## config.mk

```make
export PLATFORM = sky130hd
export DESIGN_NAME = fetch_pc_unit
export DESIGN_NICKNAME = d
export VERILOG_FILES = /design/src/rtl/fetch_pc_unit_pkg.sv /design/src/rtl/fetch_pc_unit_pc_reg.sv /design/src/rtl/fetch_pc_unit.sv
export SDC_FILE = /design/constraint.sdc
export NUM_CORES = 1
export LEC_CHECK = 0
export ABC_AREA = 0
export CAP_MARGIN = 5
export CORE_ASPECT_RATIO = 0.5
export CORE_MARGIN = 8
export CORE_UTILIZATION = 38
export CTS_BUF_LIST = sky130_fd_sc_hd__clkbuf_4 sky130_fd_sc_hd__clkbuf_8 sky130_fd_sc_hd__clkbuf_16
export CTS_CLUSTER_SIZE = 8
export DETAILED_ROUTE_END_ITERATION = 10
export GPL_TIMING_DRIVEN = 0
export PLACE_DENSITY = 0.87
export SLEW_MARGIN = 20
export SYNTH_ARGS = -nofsm -noshare
export SYNTH_HDL_FRONTEND = slang
export SYNTH_SLANG_ARGS = --single-unit
```

## constraint.sdc

```tcl
create_clock -name clk -period 2.7 [get_ports clk]
set_input_delay 0.54 -clock clk [delete_from_list [all_inputs] [get_ports clk]]
set_output_delay 0.54 -clock clk [all_outputs]
set_load 0.005 [all_outputs]
```

## src/rtl/fetch_pc_unit_pkg.sv

```systemverilog
// fetch_pc_unit_pkg: shared fetch-stage definitions (state encodings, NOP word, default reset vector).
package fetch_pc_unit_pkg;

    typedef enum logic [2:0] {
        FS_IDLE = 3'd0,
        FS_REQ  = 3'd1,
        FS_WAIT = 3'd2,
        FS_HOLD = 3'd3,
        FS_HALT = 3'd4
    } fetch_state_t;

    localparam logic [31:0] INSTR_NOP        = 32'h0000_0000;
    localparam logic [31:0] DEF_RESET_VECTOR = 32'h0000_0000;

    function automatic logic is_aligned(input logic [1:0] lo);
        return lo == 2'b00;
    endfunction

endpackage

```

## src/rtl/fetch_pc_unit_pc_reg.sv

```systemverilog
// pc_reg: program counter register with load enable and wrapping PC+4 adder.
module pc_reg #(
    parameter int                ADDR_W       = 32,
    parameter logic [ADDR_W-1:0] RESET_VECTOR = '0
) (
    input  logic              clk,
    input  logic              rst,
    input  logic              i_load,
    input  logic [ADDR_W-1:0] i_next,
    output logic [ADDR_W-1:0] o_pc,
    output logic [ADDR_W-1:0] o_pc_plus4
);

    logic [ADDR_W-1:0] r_pc;

    always_ff @(posedge clk or posedge rst) begin
        if (rst) r_pc <= RESET_VECTOR;
        else if (i_load) r_pc <= i_next;
    end

    assign o_pc       = r_pc;
    assign o_pc_plus4 = r_pc + ADDR_W'(4);

endmodule

```

## src/rtl/fetch_pc_unit.sv

```systemverilog
// fetch_pc_unit: PC holder and imem fetch handshake feeding decode one instruction at a time.
// Optional FETCH_PERF_CNT_EN adds FetchCount/StallCount outputs.
module fetch_pc_unit
    import fetch_pc_unit_pkg::*;
#(
    parameter int                ADDR_W       = 32,
    parameter logic [ADDR_W-1:0] RESET_VECTOR = ADDR_W'(DEF_RESET_VECTOR)
) (
    input  logic              clk,
    input  logic              rst,
    input  logic [ADDR_W-1:0] NextPC,
    output logic [ADDR_W-1:0] PC,
    output logic [ADDR_W-1:0] PCPlus4,
    output logic              ImemReq,
    output logic [ADDR_W-1:0] ImemAddr,
    input  logic              ImemGnt,
    input  logic              ImemRValid,
    input  logic [31:0]       ImemRData,
    output logic [31:0]       Instr,
    output logic              InstrValid,
    input  logic              InstrReady,
`ifdef FETCH_PERF_CNT_EN
    output logic [31:0]       FetchCount,
    output logic [31:0]       StallCount,
`endif
    output logic              MisalignErr
);

    fetch_state_t r_state, w_next_state;
    logic [31:0]  r_instr;
    logic         r_misalign;
    logic         w_capture;
    logic         w_retire;

    pc_reg #(
        .ADDR_W       (ADDR_W),
        .RESET_VECTOR (RESET_VECTOR)
    ) u_pc_reg (
        .clk        (clk),
        .rst        (rst),
        .i_load     (w_retire),
        .i_next     (NextPC),
        .o_pc       (PC),
        .o_pc_plus4 (PCPlus4)
    );

    always_ff @(posedge clk or posedge rst) begin
        if (rst) r_state <= FS_IDLE;
        else r_state <= w_next_state;
    end

    // Responses outside REQ/WAIT and ready outside HOLD fall through untouched.
    always_comb begin
        w_next_state = r_state;
        w_capture    = 1'b0;
        w_retire     = 1'b0;
        case (r_state)
            FS_IDLE: w_next_state = FS_REQ;
            FS_REQ: begin
                if (ImemGnt) begin
                    w_capture    = ImemRValid;
                    w_next_state = ImemRValid ? FS_HOLD : FS_WAIT;
                end
            end
            FS_WAIT: begin
                if (ImemRValid) begin
                    w_capture    = 1'b1;
                    w_next_state = FS_HOLD;
                end
            end
            FS_HOLD: begin
                if (InstrReady) begin
                    w_retire     = 1'b1;
                    w_next_state = is_aligned(NextPC[1:0]) ? FS_REQ : FS_HALT;
                end
            end
            FS_HALT: w_next_state = FS_HALT;
            default: w_next_state = FS_HALT;
        endcase
    end

    always_ff @(posedge clk or posedge rst) begin
        if (rst) begin
            r_instr    <= INSTR_NOP;
            r_misalign <= 1'b0;
        end else begin
            if (w_capture) r_instr <= ImemRData;
            if (w_retire && !is_aligned(NextPC[1:0])) r_misalign <= 1'b1;
        end
    end

    assign ImemReq     = r_state == FS_REQ;
    assign ImemAddr    = PC;
    assign Instr       = r_instr;
    assign InstrValid  = r_state == FS_HOLD;
    assign MisalignErr = r_misalign;

`ifdef FETCH_PERF_CNT_EN
    logic [31:0] r_fetch_cnt;
    logic [31:0] r_stall_cnt;
    logic        w_stall;

    assign w_stall = (r_state == FS_REQ  && !ImemGnt)
                   | (r_state == FS_WAIT && !ImemRValid)
                   | (r_state == FS_HOLD && !InstrReady);

    always_ff @(posedge clk or posedge rst) begin
        if (rst) begin
            r_fetch_cnt <= '0;
            r_stall_cnt <= '0;
        end else begin
            if (w_retire) r_fetch_cnt <= r_fetch_cnt + 32'd1;
            if (w_stall) r_stall_cnt <= r_stall_cnt + 32'd1;
        end
    end

    assign FetchCount = r_fetch_cnt;
    assign StallCount = r_stall_cnt;
`else
`endif

endmodule
```

* After elaboration in Yosys (flattened, before gate mapping)
Cells that the tools add are included.
** Storage, ports and cells
- Register bits :: 68
- Latch bits :: 0
- Memory bits (writable) :: 0
- Bits in read-only memories :: 0
- Input port bits :: 69
- Output and inout port bits :: 131
- Logic and storage cells :: 27
- Memories kept :: 0
** Operators by class
- $add $sub $neg :: 1
- Multiply operators :: 0
- Div/mod/pow operators :: 0
- Magnitude comparators :: 0
- Eq/ne operators :: 6
- Shift-type cells :: 0
- Muxes and demuxes :: 11
- Bitwise operators :: 0
- Reduce and logical (&&, ||, !) cells :: 5
** Operators with widths (count)
- 32-bit by 3-bit adder with 32-bit output, second input constant :: 1
- 3-bit 2-to-1 mux :: 4
- 3-bit case mux with 4 select lines :: 1
- 3-bit by 2-bit == test with 1-bit output, second input constant :: 2
- 1-bit 2-to-1 mux :: 5
- 2-bit by 1-bit inequality test with 1-bit output, second input constant :: 2
- 3-bit by 1-bit == test with 1-bit output, second input constant :: 1
- 3-bit zero test :: 1
- 3-bit AND reduction :: 1
- 2-bit zero test :: 1
- 2-bit inequality test, second input constant :: 1
- 1-bit case mux with 2 select lines :: 1
- 1-bit logical AND :: 1
- 1-bit zero test :: 1

* Longest topological paths before layout
- Word-level depth :: 4
- Mapped depth :: 6
- Gate-level depth less buffers :: 5

* Cells and area by module
From an unflattened synthesis, not the netlist that was laid out.
** Second synthesis, totals
- Cell total of the unflattened synthesis :: 330
- Area, all modules :: 3689.8 um^2
** Modules (own cells, without submodules)
- fetch_pc_unit :: instances 1, cells an instance 177, area an instance 1920.6 um^2
- pc_reg :: instances 1, cells an instance 153, area an instance 1769.2 um^2

* Worst setup path after synthesis
OpenSTA, ideal clock, no wires.
- Path type :: reg-to-output
- From :: register u_pc_reg.r_pc[2] (netlist: u_pc_reg.o_pc[2])
- To :: output PCPlus4[12]
- Arrival :: 1.551 ns
- Setup slack :: 0.609 ns
- Cell stages (with the launch flop) :: 7
- Path buffers :: 1
- Cells stage by stage :: dfrtp_1 -> ha_1 -> and4_1 -> buf_4 -> and4_1 -> and3_1 -> xor2_1
** Between the ends
- Cells in the longest elaborated chain, start to end :: 1
** RTL lines
- from (decl) :: line fetch_pc_unit_pc_reg.sv:14 : logic [ADDR_W-1:0] r_pc;
- from (signal assigned) :: line fetch_pc_unit_pc_reg.sv:18 : else if (i_load) r_pc <= i_next;
- 32-bit by 3-bit adder with 32-bit output :: line fetch_pc_unit_pc_reg.sv:22 : assign o_pc_plus4 = r_pc + ADDR_W'(4);
- to (decl) :: line fetch_pc_unit.sv:13 : output logic [ADDR_W-1:0] PCPlus4,
Every way passes these cells.

* Final worst setup path
- From :: register u_pc_reg.r_pc[10] (netlist: u_pc_reg.o_pc[10])
- To :: output PCPlus4[31]
The elaborated chain is that of the path after synthesis.

==> flow_metrics.env <==
export IMPL_status="finished clean"
export IMPL_insertion_delay_ns=0.32
export IMPL_yosysSeqAreaShare=0.500
export IMPL_cap_violations=0
export IMPL_synth_mux_area_fraction=0.212
export IMPL_via_per_inst=4.71
export IMPL_synth_xor_area_frac=0.0721
export IMPL_ioPinCount=200
export IMPL_avgSynthCellArea_um2=12.5
export IMPL_leakagePower_nw=2.73
export IMPL_endpoint_kind="output pin"
export IMPL_port_buffers=199
export IMPL_crit_chain="and4_4, and4_4, buf_6, nand4_1, xnor2_1, clkdlybuf4s50_1"
export IMPL_maxSlewHeadroom=0.798
export IMPL_fin_crit_ns=2.68
export IMPL_start_util=0.391
export IMPL_dieArea_um2=12400
export IMPL_required_ns=2.16
export IMPL_die_w_um=150
export IMPL_first_pass_iters=4
export IMPL_async_reset_ff_frac=1.00
export IMPL_crit_fanout=10
export IMPL_cts_sinks=68
export IMPL_rrSetupSlack_ns=1.02
export IMPL_rows=24
export IMPL_place_inst=588
export IMPL_htreeDepth=3
export IMPL_die_h_um=82.9
export IMPL_syn2layout_area_growth_pct=80.8
export IMPL_critical_path_most_common_cell="and4_4"
export IMPL_grt_max_degree=49
export IMPL_vdd_ir_drop_max_mv=0.560
export IMPL_clockBufferDepth=2
export IMPL_drv_slew=0
export IMPL_synth_area_leaders="dfrtp_1 50%, mux2_2 18%, buf_4 8.6%"
export IMPL_power_density_nw_per_um2=1160
export IMPL_max_freq_ghz=0.373
export IMPL_synth_top_family_by_area="multiplexers"
export IMPL_wirelength_mm=11.2
export IMPL_antenna_found_initial=0
export IMPL_grt_pass1_vias=3125
export IMPL_fill_cells=655
export IMPL_r2r_end="Instr[31]"
export IMPL_rr_startpoint="r_state[1]"
export IMPL_hold_class="flip-flop to flip-flop"
export IMPL_cts_tree="yes"
export IMPL_slowest_delay_ns=0.52
export IMPL_cp_depth=6
export IMPL_crit_path_end="PCPlus4[31]"
export IMPL_synth_edf_count=0
export IMPL_post_synth_top_area_fraction=0.500
export IMPL_layout_cells_non_filler=633
export IMPL_rsz0062_at_grt="true"
export IMPL_synth_nets=341
export IMPL_finClkSkew_ns=0.00541
export IMPL_fin_ws_ns=0.0218
export IMPL_finalNetCount=581
export IMPL_fin_util=0.706
export IMPL_crit_start="u_pc_reg.o_pc[10]"
export IMPL_ctsHoldBuffers=0
export IMPL_setup_viol=0
export IMPL_yosys_area_share_adder=0.00368
export IMPL_placed_cell_area_um2=5570
export IMPL_synth_warning_count=0
export IMPL_synth_compound_area_share=0.00773
export IMPL_clock_root_buffer="clkbuf_16"
export IMPL_worst_pin_slew_ns=0.303
export IMPL_synth_cell_types=30
export IMPL_cp_num_buf_inv=2
export IMPL_cts_buffers=9
export IMPL_crit_arrival_ns=2.14
export IMPL_num_vias=2984
export IMPL_path_class="flip-flop to output pin"
export IMPL_ant_nets=0
export IMPL_floorplan_core_area_um2=8710
export IMPL_first_iter_violations=74
export IMPL_gr_usage_all_layers=0.172
export IMPL_rr_worst_depth=4
export IMPL_dpl_worst_slack_ns=0.0173
export IMPL_dp_hpwl_mm=8.30
export IMPL_grt_pass1_wl_mm=17.0
export IMPL_synthCells=271
export IMPL_route_detailed_drc=0
export IMPL_synth_seq_cells=68
export IMPL_grt_overflow=0
export IMPL_synth_largest_area_cell="dfrtp_1"
export IMPL_yosys_area_share_simple=0.108
export IMPL_n_antenna_cell=0
export IMPL_hold_violations=0
export IMPL_synthFlopType="dfrtp_1"
export IMPL_cp_top_family="buffers and inverters"
export IMPL_drive_gt1_frac=0.333
export IMPL_worstSetupStartpointType="flip-flop"
export IMPL_clk_pin_slew_ns=0.05
export IMPL_wire_per_inst_um=17.6
export IMPL_fin_area_um2=6150
export IMPL_finalCritPeriodShare=0.992
export IMPL_synthesis_area_um2=3400
export IMPL_cp_slowest_cell="clkdlybuf4s50_1"
export IMPL_gp_congestion=0.748
cells in the mapped netlist (all sizes together), types with 7 or more instances:
master,number
xnor2,19
nand2,12
mux2,64
and3,8
nand4,9
xor2,9
nor2,7
dfrtp,68
buf,43
nand3,8
and4,7
how the worst min path moves through the flow:
| stage | startpoint | to | depth (start not counted) | slack, ns |
|---|---|---|---|---|
| CTS | Instr[24] | Instr[24] | 1 | 0.49 |
| global placement | MisalignErr | MisalignErr | 1 | 0.46 |
| global route | Instr[25] | Instr[25] | 1 | 0.51 |
| floorplan | r_state[2] | r_state[1] | 1 | 0.46 |
| finish | Instr[24] | Instr[24] | 1 | 0.48 |
| detailed placement | Instr[24] | Instr[24] | 1 | 0.47 |
cells in the final DEF (no fill, tap or decap), types with 3 or more instances in the layout:
| cell type | instances |
|---|---|
| and4_4 | 5 |
| clkdlybuf4s50_1 | 183 |
| nand4_1 | 9 |
| and3_1 | 8 |
| xor2_1 | 9 |
| dlymetal6s2s_1 | 8 |
| clkbuf_16 | 9 |
| buf_4 | 65 |
| dfrtp_2 | 14 |
| xnor2_1 | 19 |
| dfrtp_1 | 54 |
| dlygate4sd2_1 | 7 |
| nand2_1 | 10 |
| mux2_2 | 54 |
| mux2_1 | 10 |
| nor2_1 | 6 |
| clkbuf_4 | 3 |
| nand3_1 | 7 |
what timing repair did:
item | 4_1_cts | 5_1_grt
pin swaps | 2 | 4
setup buffers | 14 | 14
gates cloned | 1 | 0
setup endpoints to repair | 23 | 14
resized for setup | 29 | 14
worst register-to-register path, cell delays in order, from the launching register on:
cell,delay (ns)
dfrtp_1,0.44
nand3b_1,0.23
a21oi_2,0.30
buf_4,0.25
mux2_2,0.36
stage by stage:
| stage | setup TNS (ns) | power, mW | hold slack [ns] |
|---|---|---|---|
| 2_1_floorplan | 0 | 3.32 | 0.460 |
| 6_report | 0 | 7.12 | 0.481 |
| 4_1_cts | 0 | 7.05 | 0.488 |
| 5_1_grt | -0.142 | 7.52 | 0.507 |
| 3_5_place_dp | 0 | 5.77 | 0.474 |
| 3_3_place_gp | -54.04 | 5.65 | 0.455 |
area by class of cell:
type | instances | area, um2 | area share
Buffer | 43 | 325 | 0.0529
Clock buffer | 12 | 254 | 0.0413
Clock inverter | 4 | 25.0 | 0.00407
Inverter | 2 | 10.0 | 0.00163
Multi-Input combinational cell | 159 | 1420 | 0.230
Sequential cell | 68 | 1720 | 0.280
Tap cell | 117 | 146 | 0.0238
Timing Repair Buffer | 228 | 2250 | 0.367
cells by family (layout without fill, tap and decap cells):
| group | after synthesis | after routing |
|---|---|---|
| AO/OA/AOI/OAI | 4 | 4 |
| XOR/XNOR | 28 | 28 |
| adder cells (fa/ha/maj) | 1 | 1 |
| buffers and inverters | 45 | 289 |
| flip-flops | 68 | 68 |
| multiplexers | 64 | 64 |
| AND/OR/NAND/NOR | 61 | 62 |
layer usage:
layer / routed length, um / global-route usage / vias to the layer above
li1: - / - / 1396
met5: 0 / 0 / -
met1: 4180 / 0.173 / 1491
met2: 6010 / 0.326 / 83
met3: 767 / 0.0579 / 14
met4: 195 / 0.0577 / 0
sequential cells by signal (all words and copies together), names as in the netlist:
| signal | flops |
|---|---|
| MisalignErr | 1 |
| r_state | 3 |
| u_pc_reg.o_pc | 32 |
| Instr | 32 |
power by group:
part           total [mW]  leakage, nW  internal [mW]  switching (mW)
combinational        4.02         1.79           2.80            1.23
clock                1.08        0.135          0.663           0.412
sequential           2.02        0.809           1.56           0.459
Note: power is estimated with default switching activity, not from simulation.
==> edit 1 (config.mk and constraints unchanged) <==
Encoding of `fetch_state_t`: now Gray code (3 bits for 5 states).
--- a/src/rtl/fetch_pc_unit_pkg.sv
+++ b/src/rtl/fetch_pc_unit_pkg.sv
@@ -2,11 +2,11 @@
 package fetch_pc_unit_pkg;
 
     typedef enum logic [2:0] {
-        FS_IDLE = 3'd0,
-        FS_REQ  = 3'd1,
-        FS_WAIT = 3'd2,
-        FS_HOLD = 3'd3,
-        FS_HALT = 3'd4
+        FS_IDLE = 3'b000,
+        FS_REQ  = 3'b001,
+        FS_WAIT = 3'b011,
+        FS_HOLD = 3'b010,
+        FS_HALT = 3'b110
     } fetch_state_t;
 
     localparam logic [31:0] INSTR_NOP        = 32'h0000_0000;
Formal check against the unedited RTL: same outputs for any inputs over 10 cycles, from zero or initial values and one cycle with rst high; not proved beyond that.
==> edit 1 against the original RTL <==
  * The flow now finishes with violations (setup timing)
  * Count of clock-buffer cells in the layout unchanged
  * Clock skew about the same
  * Total power up 0.49%
  * Sequential cell count unchanged
  * Routed wire length up 7.1%
  * Synthesized area about the same
  * Setup slack worse by 90 ps
  * Maximum frequency down 3.3%
  * Synthesized cell count up 5.5%
  * Worst hold slack worse by 15 ps
  * Design area up 1.5%
  * Register-to-register slack worse by 170 ps
==> edit 1: results (changes against the original RTL) <==
set qor(placed_cells_incl_taps) 603 ;# +2.6%
set qor(dp_hpwl_mm) 8.502 ;# +2.4%
set qor(crit_path_start) {u_pc_reg.o_pc[2]}
set qor(worst-r2r-setup-slack_ps) 850 ;# -170 ps
set qor(synthesis.nets) 356 ;# +4.4%
set qor(grt_start_max_net_pins) 38 ;# -22%
set qor(route.vias.total) 3050 ;# +2.2%
set qor(grt_util_all_layers) 0.1849 ;# +0.01260
set qor(max_clock_skew_ps) 5.246 ;# -0.1684 ps
set qor(number_of_failing_setup_endpoints_in_the_final_timing_report) 1 ;# +1
set qor(synthTopCellsByArea) {sky130_fd_sc_hd__dfrtp_1 (50%), sky130_fd_sc_hd__mux2_2 (18%), sky130_fd_sc_hd__buf_4 (7.5%)}
set qor(drive_gt1_frac) 0.3682 ;# +0.03489
set qor(critPathMaxFanout) 6 ;# -4
set qor(critPathTopFamily) {simple AND/OR/NAND/NOR gates}
set qor(cpPeakStageDelay_ps) 560 ;# +40 ps
set qor(pre_cts_ws_ps) -218.8 ;# -236.1 ps
set qor(synth-seq-area-share) 0.5002 ;# about the same
set qor(setup_tns_final_ps) -68.42 ;# -68.42 ps
set qor(clk_transition_reported_paths_ps) 50 ;# about the same
set qor(post_synth_num_cell_types) 31 ;# +3.3%
set qor(arrival_ps) 2230 ;# +90 ps
set qor(gpl.final_weighted_congestion) 0.7213 ;# -3.6%
set qor(r2r-end) {u_pc_reg.o_pc[13]}
set qor(cp_slowest_cell) {sky130_fd_sc_hd__clkdlybuf4s50_1}
set qor(hold_path.class) {register to register}
set qor(setup_ws_ps) -68.42 ;# -90.23 ps
set qor(drt-wirelength-per-cell_um) 18.33 ;# +4.0%
set qor(max-vdd-ir-drop_uv) 603.4 ;# +7.8%
set qor(crit_path_end) {PCPlus4[30]}
set qor(grt_first_pass_wirelength_mm) 18.14 ;# +6.6%
set qor(relSlewSlack) 0.7155 ;# -0.08264
set qor(first_global_vias) 3269 ;# +4.6%
set qor(synth_cells) 286 ;# +5.5%
set qor(worst_r2r_path_depth) 5 ;# +1
set qor(route.final.wire_length_mm) 11.95 ;# +7.1%
set qor(total_leakage_power_nw) 2.698 ;# -1.2%
set qor(post_synth_most_frequent_cells) {sky130_fd_sc_hd__dfrtp_1 (68), sky130_fd_sc_hd__mux2_2 (55), sky130_fd_sc_hd__buf_4 (34)}
set qor(regToRegStartpoint) {r_state[0]}
set qor(outcome) {complete, but fails checks}
set qor(failed_checks) {setup timing}
set qor(first_iter_violations) 114 ;# +54%
set qor(placed_cell_area_sq_mm) 0.005563 ;# -0.11%
edit 1: changes by cell type after synthesis, moves of 3 or more:
cell,before,now
sky130_fd_sc_hd__o21ai_0,1,7
sky130_fd_sc_hd__mux2_1,10,2
sky130_fd_sc_hd__nor3_1,0,8
sky130_fd_sc_hd__and4_1,5,0
sky130_fd_sc_hd__nor2_1,6,10
sky130_fd_sc_hd__nand2_1,11,18
sky130_fd_sc_hd__buf_2,3,6
sky130_fd_sc_hd__and3_1,8,2
sky130_fd_sc_hd__inv_1,2,8
sky130_fd_sc_hd__buf_4,39,34
sky130_fd_sc_hd__or3_1,0,3
sky130_fd_sc_hd__clkbuf_1,0,3
edit 1: cell type report:
class                      count  area (sq um)
buffer                        44         307.8
sequential                    68          1724
inverter                       8         32.53
clock inverter                 4         25.02
tap                          117         146.4
clock buffer                  12         254.0
timing repair buffer         233          2243
fill                         598          2470
multi-input combinational    166          1505
edit 1: power by group:
part / switching [mW] / internal, mW
Sequential: 0.478 / 1.54
Clock: 0.433 / 0.663
Combinational: 1.32 / 2.72
Total: 2.23 / 4.92
edit 1: worst min-delay path by stage:
| stage | from | to | slack (ps) | depth (start not counted) |
|---|---|---|---|---|
| after floorplan | MisalignErr | MisalignErr | 460 | 1 |
| after global placement | MisalignErr | MisalignErr | 450 | 1 |
| after detailed placement | MisalignErr | MisalignErr | 450 | 1 |
| after CTS | MisalignErr | MisalignErr | 470 | 1 |
| after global routing | MisalignErr | MisalignErr | 490 | 1 |
| final | MisalignErr | MisalignErr | 470 | 1 |
edit 1: logic make-up (layout without fill, tap and decap cells):
logic type,after synthesis,in the layout,share of synthesized area
mux,57,57,0.1887
buf+inv,52,301,0.09930
fa+ha+maj,1,1,0.003677
flops,68,68,0.5002
xor+xnor,28,28,0.07208
compound gates,10,10,0.01545
simple gates,70,70,0.1206
edit 1: layer usage:
metal	vias to the layer above	share of wire	GRT usage
met5	-	0	0
met4	0	0.035	0.09459
met3	33	0.063	0.05357
met2	105	0.53	0.3366
met1	1475	0.38	0.1894
li1	1437	-	-
edit 1: what timing repair did:
action / CTS / global route
setup endpoints to repair: 21 / 15
buffers inserted: 23 / 10
gates resized for setup: 46 / 33
pin swaps: 5 / 8
==> edit 2 (same flow settings) <==
Made on the original files. Build with the macro `FETCH_PERF_CNT_EN` defined.
--- a/src/rtl/fetch_pc_unit.sv
+++ b/src/rtl/fetch_pc_unit.sv
@@ -1,5 +1,7 @@
 // fetch_pc_unit: PC holder and imem fetch handshake feeding decode one instruction at a time.
 // Optional FETCH_PERF_CNT_EN adds FetchCount/StallCount outputs.
+`define FETCH_PERF_CNT_EN
+
 module fetch_pc_unit
     import fetch_pc_unit_pkg::*;
 #(
Behaviour (old outputs only; new: FetchCount and StallCount): unchanged (equiv_simple and equiv_induct, registers matched by name and starting in step).
==> edit 2 against the original RTL <==
  * Sequential cell count up 64
  * Routed wire length is 85% higher
  * Design area grew 64%
  * Synthesized cell count increased by 120%
  * Total power grew 29%
  * Sequential share of layout area increased by 5.0 points
  * Setup slack better by 17 ps
  * Non-clock buffer count is 69 higher
  * Via count rose by 82%
  * Synthesized area grew 84%
==> edit 2: results (changes against the original RTL) <==
set qor(outcome) {completed}
set qor(critPathMaxFanout) 5 ;# -5
set qor(max-vdd-ir-drop_uv) 408.0 ;# -27%
set qor(r2r-end) {Instr[3]}
set qor(worst-r2r-setup-slack_ps) 690 ;# -330 ps
set qor(tightest_slew_ps) 591.6 ;# +288.8 ps
set qor(synthTopCellsByArea) {sky130_fd_sc_hd__dfrtp_1 (53%), sky130_fd_sc_hd__xnor2_1 (9.1%), sky130_fd_sc_hd__nand2_1 (7.0%)}
set qor(dr_wl_met2_mm) 11.19 ;# +86%
set qor(ctsHtreeMaxLevel) 4 ;# +1
set qor(synth-seq-area-share) 0.5278 ;# +0.02742
set qor(grt_util_all_layers) 0.1882 ;# +0.01596
set qor(first_global_vias) 5526 ;# +77%
set qor(critPathTopFamily) {buffers and inverters}
set qor(synthesis.nets) 659 ;# +93%
set qor(drt-wirelength-per-cell_um) 18.16 ;# +3.1%
set qor(groute.layer.met1.usage) 0.2182 ;# +0.04508
set qor(gpl.final_weighted_congestion) 0.8229 ;# +10%
set qor(synth_mux_area_frac) 0.06098 ;# -0.1509
set qor(post_synth_num_cell_types) 41 ;# +37%
set qor(routed-wl-met3_um) 655 ;# -15%
set qor(route.final.wire_length_mm) 20.58 ;# +85%
set qor(yosys.area_share.xor_xnor) 0.1259 ;# +0.05384
set qor(post_synth_most_frequent_cells) {sky130_fd_sc_hd__dfrtp_1 (132), sky130_fd_sc_hd__nand2_1 (117), sky130_fd_sc_hd__xnor2_1 (65)}
set qor(grt.met2_usage) 0.3432 ;# +0.01754
set qor(hold_path.class) {input pin to asynchronous set/reset pin}
set qor(dp_hpwl_mm) 15.77 ;# +90%
set qor(grt_start_max_net_pins) 37 ;# -24%
set qor(number_of_inserted_filler_cells_in_the_final_layout) 1232 ;# +88%
set qor(total_leakage_power_nw) 4.536 ;# +66%
set qor(first_iter_violations) 306 ;# +310%
set qor(post_synth_fa_ha_maj_area_fraction) 0.005998 ;# +0.002318
set qor(worst_r2r_path_depth) 8 ;# +4
set qor(synth_compound_gate_area_share) 0.009196 ;# +0.001470
set qor(arrival_ps) 2120 ;# -20 ps
set qor(synth_cells) 587 ;# +120%
set qor(placed_cells_incl_taps) 1081 ;# +84%
set qor(cpPeakStageDelay_ps) 370 ;# -150 ps
set qor(clock_latency_ps) 400 ;# +80 ps
set qor(routed.top_layer) {met4}
set qor(route.layer.met1.wl_mm) 8.017 ;# +92%
set qor(cts_made_buffers) 17 ;# +8
set qor(num-nets-final) 965 ;# +66%
set qor(drive_gt1_frac) 0.1832 ;# -0.1501
set qor(global_route.usage.met3) 0.02970 ;# -0.02820
set qor(max_clock_skew_ps) 15.01 ;# +9.592 ps
set qor(detail_route.vias_per_cell) 4.792 ;# +1.6%
set qor(port-buffer-count) 263 ;# +32%
set qor(grt_first_pass_wirelength_mm) 31.35 ;# +84%
set qor(clockBufferDepth) 2 ;# unchanged
set qor(pre_cts_ws_ps) -452.4 ;# -469.8 ps
set qor(cp_slowest_cell) {sky130_fd_sc_hd__dfrtp_2}
==> edit 2: changes by cell type after synthesis, moves of 8 or more <==
cell and delta:
sky130_fd_sc_hd__nand3_1 +26, sky130_fd_sc_hd__mux2_2 -33, sky130_fd_sc_hd__xnor2_1 +46, sky130_fd_sc_hd__nand2_1 +106
sky130_fd_sc_hd__nor2_1 +16, sky130_fd_sc_hd__and3_1 +10, sky130_fd_sc_hd__clkbuf_1 +10, sky130_fd_sc_hd__inv_1 +8
sky130_fd_sc_hd__nand4_1 +15, sky130_fd_sc_hd__dfrtp_1 +64, sky130_fd_sc_hd__xor2_1 +16
==> edit 2: area by class of cell <==
| class | count | area, sq um | area share |
|---|---|---|---|
| Sequential cell | 132 | 3319 | 0.3297 |
| Timing Repair Buffer | 287 | 2838 | 0.2818 |
| Multi-Input combinational cell | 391 | 2644 | 0.2626 |
| Clock buffer | 17 | 425.4 | 0.04225 |
| Buffer | 53 | 344.1 | 0.03417 |
| Tap cell | 227 | 284.0 | 0.02821 |
| Clock inverter | 15 | 168.9 | 0.01678 |
| Inverter | 11 | 45.04 | 0.004474 |
==> edit 2: what timing repair did <==
item,CTS,global route
buffers inserted,19,1
endpoints found under the setup margin,22,17
gates cloned,0,0
gates resized for setup,47,29
pin swaps,7,6
==> edit 2: worst max path at each step <==
stage / from / to / slack, ps
final: u_pc_reg.o_pc[6] / PCPlus4[27] / 40
after global routing: u_pc_reg.o_pc[6] / PCPlus4[27] / -60
after CTS: u_pc_reg.o_pc[2] / PCPlus4[31] / -80
after detailed placement: u_pc_reg.o_pc[2] / PCPlus4[30] / -450
after global placement: rst / FetchCount[24] / -640
after floorplan: rst / FetchCount[0] / 520
==> edit 2: where the power goes <==
| group | internal (mW) | switching, mW | leakage, nW | total, mW |
|---|---|---|---|---|
| registers | 2.53 | 0.544 | 1.69 | 3.08 |
| logic | 2.43 | 1.36 | 2.56 | 3.79 |
| clock network | 1.39 | 0.944 | 0.284 | 2.33 |
==> edit 2: worst reg2reg max path, stage by stage (launching register included) <==
cell	delay [ps]
sky130_fd_sc_hd__dfrtp_1	350
sky130_fd_sc_hd__buf_4	160
sky130_fd_sc_hd__inv_2	60
sky130_fd_sc_hd__nand3_1	90
sky130_fd_sc_hd__o21ai_0	80
sky130_fd_sc_hd__and3b_1	170
sky130_fd_sc_hd__clkbuf_1	270
sky130_fd_sc_hd__buf_2	330
sky130_fd_sc_hd__mux2_2	380
==> edit 2: stage by stage <==
| step | hold slack (ps) | area [sq um] | power, mW |
|---|---|---|---|
| after floorplan | 465.0 | 6262 | 4.350 |
| after global placement | 451.2 | 9179 | 6.675 |
| after detailed placement | 467.1 | 9259 | 6.837 |
| after CTS | 378.2 | 10050 | 9.299 |
| after global routing | 380.5 | 10070 | 9.663 |
| final | 394.4 | 10070 | 9.198 |
